$ cat config.mk
export PLATFORM = sky130hd
export DESIGN_NAME = ps2_rx_frame
export DESIGN_NICKNAME = d
export VERILOG_FILES = /design/src/rtl/ps2_rx_frame.sv
export SDC_FILE = /design/constraint.sdc
export NUM_CORES = 1
export LEC_CHECK = 0
export CORE_MARGIN = 2
export CORE_UTILIZATION = 50
export CTS_BUF_LIST = sky130_fd_sc_hd__clkbuf_16
export DETAILED_ROUTE_END_ITERATION = 12
export MAX_ROUTING_LAYER = met4
export PLACE_DENSITY = 0.7
export SLEW_MARGIN = 20
export SYNTH_ARGS = -nofsm -noshare
export SYNTH_HDL_FRONTEND = slang
export SYNTH_SLANG_ARGS = --single-unit
export TNS_END_PERCENT = 100
$ cat constraint.sdc
create_clock -name clk -period 2.54 [get_ports clk]
set_input_delay 0.508 -clock clk [delete_from_list [all_inputs] [get_ports clk]]
set_output_delay 0.508 -clock clk [all_outputs]
set_load 0.01 [all_outputs]
$ cat src/rtl/ps2_rx_frame.sv
// ps2_rx_frame: PS/2 device-to-host frame receiver.
// Each raw line goes through a two-flop synchroniser and a run-length
// deglitch filter. Falling edges of the filtered clock then drive a
// start / 8 data (LSB first) / odd parity / stop deserialiser. Good bytes
// and frame errors are reported as one-cycle pulses.
module ps2_rx_frame #(
  parameter int FILTER_LEN     = 8,
  parameter int TIMEOUT_CYCLES = 200000
) (
  input  logic       clk,
  input  logic       rst,
  input  logic       ps2_clk,
  input  logic       ps2_data,
  input  logic       rx_en,
  output logic [7:0] rx_data,
  output logic       rx_valid,
  output logic       rx_err,
  output logic [2:0] err_code,
  output logic       busy
);

  localparam int FCW = $clog2(FILTER_LEN + 1);
  localparam int TCW = $clog2(TIMEOUT_CYCLES + 1);

  // The filter switches on the cycle that would complete FILTER_LEN mismatches.
  localparam logic [FCW-1:0] FILT_LAST = FCW'(FILTER_LEN - 1);
  // The timeout fires on the TIMEOUT_CYCLES-th edge after the last fall.
  localparam logic [TCW-1:0] TO_LAST   = TCW'(TIMEOUT_CYCLES - 1);

  localparam logic [1:0] ST_IDLE   = 2'd0;
  localparam logic [1:0] ST_DATA   = 2'd1;
  localparam logic [1:0] ST_PARITY = 2'd2;
  localparam logic [1:0] ST_STOP   = 2'd3;

  localparam logic [2:0] ERR_START   = 3'b001;
  localparam logic [2:0] ERR_PARITY  = 3'b010;
  localparam logic [2:0] ERR_STOP    = 3'b011;
  localparam logic [2:0] ERR_TIMEOUT = 3'b100;

  // Odd parity: the eight data bits plus the parity bit hold an odd count of ones.
  function automatic logic odd_parity_ok(input logic [7:0] d, input logic p);
    return ^{d, p};
  endfunction

  // Line index 0 is the PS/2 clock, index 1 is the PS/2 data.
  logic [1:0]     sync1_q, sync1_d;
  logic [1:0]     sync2_q, sync2_d;
  logic [1:0]     filt_q,  filt_d;
  logic [FCW-1:0] fcnt_q [2];
  logic [FCW-1:0] fcnt_d [2];
  logic           clk_dly_q, clk_dly_d;

  logic [1:0]     state_q, state_d;
  logic [2:0]     bit_cnt_q, bit_cnt_d;
  logic [7:0]     shift_q, shift_d;
  logic           par_ok_q, par_ok_d;
  logic [TCW-1:0] to_cnt_q, to_cnt_d;

  logic [7:0]     rx_data_q, rx_data_d;
  logic           rx_valid_q, rx_valid_d;
  logic           rx_err_q, rx_err_d;
  logic [2:0]     err_code_q, err_code_d;
  logic           busy_q, busy_d;

  logic           fall_s;
  logic           bit_s;

  // Synchronise both lines, then require a stable run of FILTER_LEN samples before the filtered value follows.
  always_comb begin
    sync1_d   = {ps2_data, ps2_clk};
    sync2_d   = sync1_q;
    clk_dly_d = filt_q[0];
    filt_d    = filt_q;
    fcnt_d[0] = fcnt_q[0];
    fcnt_d[1] = fcnt_q[1];
    for (int i = 0; i < 2; i++) begin
      if (sync2_q[i] != filt_q[i]) begin
        if (fcnt_q[i] == FILT_LAST) begin
          filt_d[i] = sync2_q[i];
          fcnt_d[i] = {FCW{1'b0}};
        end else begin
          filt_d[i] = filt_q[i];
          fcnt_d[i] = fcnt_q[i] + FCW'(1);
        end
      end else begin
        filt_d[i] = filt_q[i];
        fcnt_d[i] = {FCW{1'b0}};
      end
    end
  end

  assign fall_s = clk_dly_q & ~filt_q[0];
  assign bit_s  = filt_q[1];

  // Frame FSM: shift in bits on each filtered clock fall, check framing, and watch for stalled frames.
  always_comb begin
    state_d    = state_q;
    bit_cnt_d  = bit_cnt_q;
    shift_d    = shift_q;
    par_ok_d   = par_ok_q;
    rx_data_d  = rx_data_q;
    rx_valid_d = 1'b0;
    rx_err_d   = 1'b0;
    err_code_d = err_code_q;

    if (fall_s || (state_q == ST_IDLE)) begin
      to_cnt_d = {TCW{1'b0}};
    end else begin
      to_cnt_d = to_cnt_q + TCW'(1);
    end

    if (!rx_en) begin
      // Disabled: drop any partial frame silently.
      state_d   = ST_IDLE;
      bit_cnt_d = 3'd0;
      to_cnt_d  = {TCW{1'b0}};
    end else if ((state_q != ST_IDLE) && !fall_s && (to_cnt_q == TO_LAST)) begin
      // Device stopped clocking mid-frame: discard the partial byte.
      state_d    = ST_IDLE;
      bit_cnt_d  = 3'd0;
      to_cnt_d   = {TCW{1'b0}};
      rx_err_d   = 1'b1;
      err_code_d = ERR_TIMEOUT;
    end else if (fall_s) begin
      case (state_q)
        ST_IDLE: begin
          if (!bit_s) begin
            state_d   = ST_DATA;
            bit_cnt_d = 3'd0;
          end else begin
            rx_err_d   = 1'b1;
            err_code_d = ERR_START;
          end
        end
        ST_DATA: begin
          shift_d   = {bit_s, shift_q[7:1]};
          bit_cnt_d = bit_cnt_q + 3'd1;
          if (bit_cnt_q == 3'd7) begin
            state_d = ST_PARITY;
          end else begin
            state_d = ST_DATA;
          end
        end
        ST_PARITY: begin
          par_ok_d = odd_parity_ok(shift_q, bit_s);
          state_d  = ST_STOP;
        end
        ST_STOP: begin
          state_d = ST_IDLE;
          if (!bit_s) begin
            // A bad stop bit outranks a bad parity bit.
            rx_err_d   = 1'b1;
            err_code_d = ERR_STOP;
          end else if (!par_ok_q) begin
            rx_err_d   = 1'b1;
            err_code_d = ERR_PARITY;
          end else begin
            rx_data_d  = shift_q;
            rx_valid_d = 1'b1;
          end
        end
        default: begin
          state_d = ST_IDLE;
        end
      endcase
    end else begin
      state_d = state_q;
    end

    busy_d = (state_d != ST_IDLE);
  end

  // Register every stage; a synchronous reset returns lines to idle-high and clears all frame state.
  always_ff @(posedge clk) begin
    if (rst) begin
      sync1_q    <= 2'b11;
      sync2_q    <= 2'b11;
      filt_q     <= 2'b11;
      fcnt_q[0]  <= {FCW{1'b0}};
      fcnt_q[1]  <= {FCW{1'b0}};
      clk_dly_q  <= 1'b1;
      state_q    <= ST_IDLE;
      bit_cnt_q  <= 3'd0;
      shift_q    <= 8'h00;
      par_ok_q   <= 1'b0;
      to_cnt_q   <= {TCW{1'b0}};
      rx_data_q  <= 8'h00;
      rx_valid_q <= 1'b0;
      rx_err_q   <= 1'b0;
      err_code_q <= 3'b000;
      busy_q     <= 1'b0;
    end else begin
      sync1_q    <= sync1_d;
      sync2_q    <= sync2_d;
      filt_q     <= filt_d;
      fcnt_q[0]  <= fcnt_d[0];
      fcnt_q[1]  <= fcnt_d[1];
      clk_dly_q  <= clk_dly_d;
      state_q    <= state_d;
      bit_cnt_q  <= bit_cnt_d;
      shift_q    <= shift_d;
      par_ok_q   <= par_ok_d;
      to_cnt_q   <= to_cnt_d;
      rx_data_q  <= rx_data_d;
      rx_valid_q <= rx_valid_d;
      rx_err_q   <= rx_err_d;
      err_code_q <= err_code_d;
      busy_q     <= busy_d;
    end
  end

  assign rx_data  = rx_data_q;
  assign rx_valid = rx_valid_q;
  assign rx_err   = rx_err_q;
  assign err_code = err_code_q;
  assign busy     = busy_q;

endmodule

==> impl_metrics.py, run 1 <==
metrics = {
    "global_route": {
        "overflow": 0,
        "antenna_found_initial": 0,
        "gr-usage-all-layers_pct": 18.5,
        "grt_pass1_wl_mm": 8.37,
        "grt_pass1_vias": 1916,
        "grt_max_degree": 20,
    },
    "worst_setup_path": {
        "worstSetupPathType": "flip-flop to flip-flop",
        "cp.arrival_ns": 2.18,
        "reg2reg_depth": 5,
        "cp-end-kind": "flip-flop",
        "required_ns": 2.79,
        "r2r_slack_ns": 0.62,
        "start_kind": "flip-flop",
        "worstPathMaxFanout": 5,
    },
    "placed_design": {
        "place.gp.congestion": 0.778,
        "placed_area_mm2": 0.00290,
        "io_buffers": 18,
        "place_hpwl_mm": 3.36,
        "pre_cts_ws_ns": 0.365,
    },
    "logic_synthesis": {
        "synth_nets": 304,
        "syn_area_mm2": 0.00263,
        "synthFlopType": "dfxtp_1",
        "synth_seq_cells": 61,
        "ys_async_sr_fraction_pct": 0,
        "synth_edf_count": 0,
        "yosysUniqueCellTypes": 47,
        "syn-instance-count": 290,
        "ys_warn_count": 0,
        "avgSynthCellArea_um2": 9.08,
        "ys_seq_area_share_pct": 46.4,
    },
    "status": {
        "status": "finished, final reports clean",
    },
    "die": {
        "rows": 26,
        "io_pins": 19,
        "design.die.area_mm2": 0.00586,
        "core_region_area_mm2": 0.00511,
        "initial_core_util_pct": 51.6,
        "die_h_um": 76.6,
        "die_w_um": 76.6,
    },
    "timing": {
        "max_freq_mhz": 520,
        "timing.hold.ws_ns": 0.409,
        "tns_ns": 0,
        "worst_pin_slew_ns": 0.509,
        "hold_viol_final": 0,
        "finalClockSkew_ns": 0.00630,
        "grt_setup_unrepaired": "no",
        "slew_violations": 0,
        "setup_viol": 0,
        "maxSlewHeadroom_pct": 65.7,
        "min_period_over_period_pct": 75.7,
        "layout_setup_ws_ns": 0.618,
        "finalCriticalPeriod_ns": 1.92,
    },
    "final_layout": {
        "final_cell_mix": "dfxtp_1, nor2_1, nand2_1",
        "layout_commonest_cell": "dfxtp_1",
        "fin_nets": 329,
        "final_area_mm2": 0.00320,
        "diodes": 0,
        "area_delta_synth_final_pct": 21.6,
        "drive_gt1_share_pct": 9.06,
    },
    "drt": {
        "totalWireLength_mm": 4.80,
        "dr.first_iter.drc_count": 110,
        "drc": 0,
        "dr.pass1.iters": 4,
        "routed_via_density": 5.25,
        "wl_per_cell_um": 12.3,
        "final_antenna_net_count": 0,
        "vias": 2048,
    },
    "cts": {
        "cts_tree": "built",
        "path_clk_slew_ns": 0.05,
        "cts_hold_buf": 0,
        "htreeDepth": 3,
        "clock_sinks": 61,
        "clk_latency_ns": 0.32,
        "root_buffer": "clkbuf_16",
        "cts_buffer_depth": 2,
        "numCtsBuffers": 9,
        "postCtsSetupBuffers": 0,
        "cts_resized": 0,
    },
    "power": {
        "leakagePower_nw": 1.10,
        "irDropWorstVdd_mv": 0.368,
        "p_per_area_mw_per_mm2": 697,
    },
    "hold_path": {
        "hp-class": "flip-flop to flip-flop",
        "holdPathStages": 1,
    },
    "run": {
        "cap_violations": 0,
    },
}
## state kept, by name (all words and copies together), names as in the netlist
register	flops
rx_err	1
sync2_q	2
bit_cnt_q	3
filt_q	2
err_code	3
fcnt_q	8
clk_dly_q	1
par_ok_q	1
rx_valid	1
to_cnt_q	18
shift_q	8
busy	1
state_q	2
sync1_q	2
rx_data	8
## worst max-delay path, stage by stage (launching register included)
cell     delay (ns)
dfxtp_1        0.38
ha_1           0.22
nand3_1        0.20
or3_4          0.44
or4_1          0.47
a21oi_1        0.15
## metrics by stage
stage	util [%]	power, mW	instances
final	62.7	2.23	390
after floorplan	-	1.00	290
after CTS	62.7	2.26	390
after detailed placement	56.7	1.01	374
after global routing	62.7	2.31	390
after global placement	56.7	1.01	374
## path summary, 6_finish.rpt
kind | start | to
setup / recovery | to_cnt_q[0] | to_cnt_q[16]
hold / removal | sync1_q[1] | sync2_q[1]
setup reg to reg | to_cnt_q[0] | to_cnt_q[16]
hold reg to reg | sync1_q[1] | sync2_q[1]
## layout make-up
type | instances | area (um2)
fillers | 466 | 1900
multi-input cells | 210 | 1340
flip-flops and latches | 61 | 1220
clock buffers | 9 | 225
repair buffers | 21 | 203
well taps | 70 | 87.6
clock inverters | 7 | 81.3
inverters | 12 | 45.0
## Yosys cell counts, types with 3 or more instances
master    count  area, um2
or2_2         5       31.3
inv_1        12       45.0
nor2_1       36        135
or4_1         3       22.5
nor2b_1       3       18.8
nand3b_1      3       22.5
o21ai_0       6       30.0
nand4_1       3       18.8
a21oi_1      17       85.1
nor4_1        5       31.3
ha_1          9        113
nor3_1        6       30.0
or3_1         4       25.0
nand2_1      32        120
xor2_1        5       43.8
mux2i_1       9       90.1
nor4b_1       3       26.3
clkbuf_1      6       22.5
nand3_1      12       60.1
dfxtp_1      61       1220
xnor2_1      18        158
## layer usage
layer	GRT usage [%]	up-vias	part of all wire, %
li1	-	1058	-
met1	21.7	947	47
met2	28.4	29	48
met3	4.62	14	2.9
met4	11.5	0	2.4
met5	-	-	0
## logic make-up (layout without fill, tap and decap cells)
family,after synthesis,after routing,share of synthesized area (%)
AND/OR/NAND/NOR,129,129,25.2
flip-flops,61,61,46.4
AO/OA/AOI/OAI,39,39,9.50
XOR/XNOR,24,24,8.50
buffers and inverters,19,49,2.75
adder cells (fa/ha/maj),9,9,4.28
multiplexers,9,9,3.42
## power by group
part / leakage (nW) / switching [mW] / internal [mW] / total (mW)
logic: 0.456 / 0.0174 / 0.0130 / 0.0304
clock network: 0.155 / 0.395 / 0.842 / 1.24
registers: 0.492 / 0.00200 / 0.963 / 0.965
total: 1.10 / 0.415 / 1.82 / 2.23
No activity file was read; power rests on OpenSTA's default activity.
==> run 2: changes to the inputs <==
==> constraint.sdc (replaced) <==
create_clock -name clk -period 2 [get_ports clk]
set_input_delay 0.4 -clock clk [delete_from_list [all_inputs] [get_ports clk]]
set_output_delay 0.4 -clock clk [all_outputs]
set_load 0.01 [all_outputs]
==> impl_metrics.py, run 2 (synthesis gave the netlist of run 1 again) <==
metrics = {
    "timing": {
        "grt_setup_unrepaired": "no",
        "tns_ns": 0,
        "slew_violations": 0,
        "min_period_over_period_pct": 91.8,
        "finalClockSkew_ns": 0.00456,
        "finalCriticalPeriod_ns": 1.84,
        "maxSlewHeadroom_pct": 68.2,
        "timing.hold.ws_ns": 0.406,
        "worst_pin_slew_ns": 0.473,
        "hold_viol_final": 0,
        "max_freq_mhz": 545,
        "setup_viol": 0,
    },
    "drt": {
        "final_antenna_net_count": 0,
        "drc": 0,
        "wirelength_met1_mm": 2.17,
        "totalWireLength_mm": 4.83,
        "dr.first_iter.drc_count": 91,
        "topRoutingLayerUsed": "met4",
        "wl_met3_um": 195,
        "routed_via_density": 5.20,
        "wl_met2_mm": 2.36,
        "wl_per_cell_um": 12.3,
        "dr.pass1.iters": 4,
        "vias": 2050,
    },
    "global_route": {
        "grt_pass1_vias": 1988,
        "grt_pass1_wl_mm": 8.51,
        "antenna_found_initial": 0,
        "gr-usage-all-layers_pct": 18.6,
        "grt_max_degree": 21,
        "overflow": 0,
    },
    "die": {
        "rows": 26,
        "initial_core_util_pct": 51.6,
        "core_region_area_mm2": 0.00511,
        "die_w_um": 76.6,
        "io_pins": 19,
        "design.die.area_mm2": 0.00586,
        "die_h_um": 76.6,
    },
    "cts": {
        "root_buffer": "clkbuf_16",
        "clk_latency_ns": 0.32,
        "clock_sinks": 61,
        "cts_buffer_depth": 2,
        "htreeDepth": 3,
        "cts_hold_buf": 0,
        "path_clk_slew_ns": 0.05,
        "cts_tree": "built",
        "numCtsBuffers": 9,
    },
    "final_layout": {
        "drive_gt1_share_pct": 10.2,
        "diodes": 0,
        "area_delta_synth_final_pct": 21.5,
        "ff_latch_area_mm2": 0.00122,
        "fill_cells": 462,
        "final_area_mm2": 0.00320,
        "final_cell_mix": "dfxtp_1, nor2_1, nand2_1",
        "top_register": "to_cnt_q",
        "largest_reg_flops": 18,
        "fin_nets": 335,
        "multi_input_area_mm2": 0.00134,
        "layout_commonest_cell": "dfxtp_1",
    },
    "worst_setup_path": {
        "worstSetupPathType": "flip-flop to flip-flop",
        "cp.arrival_ns": 2.09,
        "worstPathMaxFanout": 4,
        "required_ns": 2.25,
        "start_kind": "flip-flop",
        "r2r_end": "to_cnt_q[16]",
        "reg2reg_depth": 5,
        "crit_chain": "ha_1, nand3_1, or3_4, or4_1, a21oi_1",
        "r2r_slack_ns": 0.16,
        "crit_slowest_cell": "or4_1",
        "cpPeakStageDelay_ns": 0.47,
        "r2r-start": "to_cnt_q[0]",
        "cp-end-kind": "flip-flop",
    },
    "power": {
        "irDropWorstVdd_mv": 0.466,
        "p_per_area_mw_per_mm2": 794,
        "leakagePower_nw": 1.11,
    },
    "placed_design": {
        "place.gp.congestion": 0.794,
        "io_buffers": 18,
        "placed_area_mm2": 0.00295,
        "place_hpwl_mm": 3.34,
    },
    "hold_path": {
        "min-delay-start": "sync1_q[1]",
        "hold_end": "sync2_q[1]",
        "hp-class": "flip-flop to flip-flop",
        "holdPathStages": 1,
    },
    "status": {
        "status": "finished, final reports clean",
    },
    "run": {
        "cap_violations": 0,
    },
}
## run 2: cell type report
type | instances | area share [%]
multi-input cells | 210 | 41.9
flip-flops and latches | 61 | 38.2
repair buffers | 27 | 8.13
clock buffers | 9 | 7.04
well taps | 70 | 2.74
inverters | 12 | 1.41
clock inverters | 5 | 0.665
## run 2: per-stage QoR
stage	worst slack [ns]	utilization (%)	power [mW]	instances
3_5_place_dp	0.146	57.8	1.29	380
6_report	0.163	62.7	2.54	394
4_1_cts	0.179	62.7	2.58	394
5_1_grt	0.0457	62.7	2.64	394
2_1_floorplan	0.246	-	1.27	290
3_3_place_gp	0.181	57.8	1.29	380
## run 2: worst max-delay path by stage
stage,startpoint,to,slack [ns],cells after the start
floorplan,to_cnt_q[0],to_cnt_q[16],0.25,5
detailed placement,rx_en,err_code[1],0.15,4
global placement,rx_en,err_code[1],0.18,4
CTS,to_cnt_q[0],to_cnt_q[16],0.18,5
global route,state_q[0],err_code[1],0.05,6
finish,to_cnt_q[0],to_cnt_q[16],0.16,5
## run 2: per-layer routing
layer,GRT usage (%),up-vias
met3,4.74,8
met1,20.6,930
met5,-,-
met2,31.2,38
met4,9.27,0
li1,-,1074
## run 2: where the power goes
part / internal, mW / leakage (nW) / switching [mW]
Sequential: 1.22 / 0.492 / 0.00240
Combinational: 0.0179 / 0.486 / 0.0224
Clock: 0.802 / 0.127 / 0.472
Total: 2.04 / 1.11 / 0.497
## run 2: critical path: cells and delay by family (launching register included)
kind            cells  cell delay [ns]
compound gates      1             0.15
fa+ha+maj           1             0.24
simple gates        3             0.99
flops               1             0.39
## run 2: timing repair
action,CTS,global route
setup endpoints to repair,0,1
endpoints found under the hold margin,0,0
gates resized for setup,0,1
buffers inserted,0,0
==> run 3: changes to the inputs <==
--- a/config.mk
+++ b/config.mk
@@ -6,11 +6,11 @@
 export NUM_CORES = 1
 export LEC_CHECK = 0
 export CORE_MARGIN = 2
-export CORE_UTILIZATION = 50
+export CORE_UTILIZATION = 57
 export CTS_BUF_LIST = sky130_fd_sc_hd__clkbuf_16
 export DETAILED_ROUTE_END_ITERATION = 12
 export MAX_ROUTING_LAYER = met4
-export PLACE_DENSITY = 0.7
+export PLACE_DENSITY = 0.78
 export SLEW_MARGIN = 20
 export SYNTH_ARGS = -nofsm -noshare
 export SYNTH_HDL_FRONTEND = slang
==> impl_metrics.py, run 3 (synthesis gave the netlist of run 1 again) <==
metrics = {
    "worst_setup_path": {
        "crit_slowest_cell": "or4_1",
        "start_kind": "flip-flop",
        "cpPeakStageDelay_ns": 0.47,
        "worstSetupPathType": "flip-flop to flip-flop",
        "required_ns": 2.26,
        "crit_family": "simple AND/OR/NAND/NOR gates",
        "worstPathBufferInverterCount": 0,
        "crit_chain": "ha_1, nand3_1, or3_4, or4_1, a21oi_1",
        "worstPathMaxFanout": 4,
        "cp-end-kind": "flip-flop",
        "cp.arrival_ns": 2.08,
    },
    "placed_design": {
        "dp.cells": 361,
        "io_buffers": 18,
        "place.gp.congestion": 0.795,
        "place_hpwl_mm": 3.52,
        "placed_area_mm2": 0.00291,
        "pre_cts_ws_ns": 0.141,
    },
    "power": {
        "p_per_area_mw_per_mm2": 848,
        "irDropWorstVdd_mv": 0.549,
        "p_total_mw": 2.71,
        "leakagePower_nw": 1.11,
    },
    "cts": {
        "cts_hold_buf": 0,
        "cts_buffer_depth": 2,
        "numCtsBuffers": 9,
        "path_clk_slew_ns": 0.05,
        "htreeDepth": 3,
        "root_buffer": "clkbuf_16",
        "clock_sinks": 61,
        "cts_tree": "built",
        "clk_latency_ns": 0.32,
    },
    "final_layout": {
        "diodes": 0,
        "area_delta_synth_final_pct": 21.5,
        "multi_input_area_mm2": 0.00135,
        "layout_commonest_cell": "dfxtp_1",
        "fin_nets": 334,
        "top_register": "to_cnt_q",
        "stdcell_count": 377,
        "largest_reg_flops": 18,
        "final_area_mm2": 0.00320,
        "ff_latch_area_mm2": 0.00122,
        "fill_cells": 348,
        "final_cell_mix": "dfxtp_1, nor2_1, nand2_1",
        "drive_gt1_share_pct": 10.5,
    },
    "timing": {
        "maxSlewHeadroom_pct": 61.5,
        "finalCriticalPeriod_ns": 1.83,
        "layout_setup_ws_ns": 0.174,
        "tns_ns": 0,
        "setup_viol": 0,
        "max_freq_mhz": 548,
        "hold_viol_final": 0,
        "slew_violations": 0,
        "finalClockSkew_ns": 0.00504,
        "worst_pin_slew_ns": 0.571,
        "min_period_over_period_pct": 91.3,
    },
    "die": {
        "die_w_um": 72.0,
        "die_h_um": 72.0,
        "core_region_area_mm2": 0.00441,
        "design.die.area_mm2": 0.00518,
        "rows": 24,
        "io_pins": 19,
        "initial_core_util_pct": 59.7,
    },
    "drt": {
        "drc": 0,
        "wirelength_met1_mm": 2.22,
        "dr.pass1.iters": 4,
        "topRoutingLayerUsed": "met4",
        "wl_met3_um": 128,
        "wl_met2_mm": 2.59,
        "final_antenna_net_count": 0,
        "routed_via_density": 5.48,
        "totalWireLength_mm": 5.08,
        "wl_per_cell_um": 13.5,
        "dr.first_iter.drc_count": 149,
        "vias": 2066,
    },
    "run": {
        "cap_violations": 0,
    },
    "global_route": {
        "antenna_found_initial": 0,
        "grt_pass1_vias": 2029,
        "overflow": 0,
        "grt_max_degree": 20,
        "gr-usage-all-layers_pct": 22.6,
        "grt_pass1_wl_mm": 8.72,
    },
    "status": {
        "status": "finished, final reports clean",
    },
    "hold_path": {
        "hp-class": "flip-flop to flip-flop",
    },
}
-- run 3: final timing paths --
path,startpoint,end,slack (ns),cells past startpoint
setup / recovery,to_cnt_q[0],to_cnt_q[16],0.17,5
hold / removal,sync1_q[0],sync2_q[0],0.41,1
setup reg to reg,to_cnt_q[0],to_cnt_q[16],0.17,5
hold reg to reg,sync1_q[0],sync2_q[0],0.41,1
-- run 3: metal layers --
metal / global-route usage (%) / vias up
li1: - / 1067
met1: 25.2 / 952
met2: 36.3 / 33
met3: 5.14 / 14
met4: 14.7 / 0
met5: - / -
-- run 3: repair_timing --
item	4_1_cts	5_1_grt
endpoints found under the setup margin	0	1
buffers inserted	0	0
resized for setup	0	1
-- run 3: where the power goes --
| group | switching [mW] | internal (mW) | total, mW |
|---|---|---|---|
| Combinational | 0.0224 | 0.0179 | 0.0403 |
| Sequential | 0.00247 | 1.22 | 1.22 |
| Clock | 0.507 | 0.942 | 1.45 |
| Total | 0.532 | 2.18 | 2.71 |
-- run 3: stage by stage --
stage                     hold WS [ns]  util (%)
after floorplan                  0.389         -
after global placement           0.391      66.0
after detailed placement         0.394      66.0
after CTS                        0.410      72.4
after global routing             0.450      72.5
final                            0.409      72.5
-- run 3: final cells by class --
class,count,share of cell area [%]
multi-input combinational,210,42.1
sequential,61,38.2
timing repair buffer,26,7.51
clock buffer,9,7.04
tap,52,2.03
clock inverter,7,1.80
inverter,12,1.41
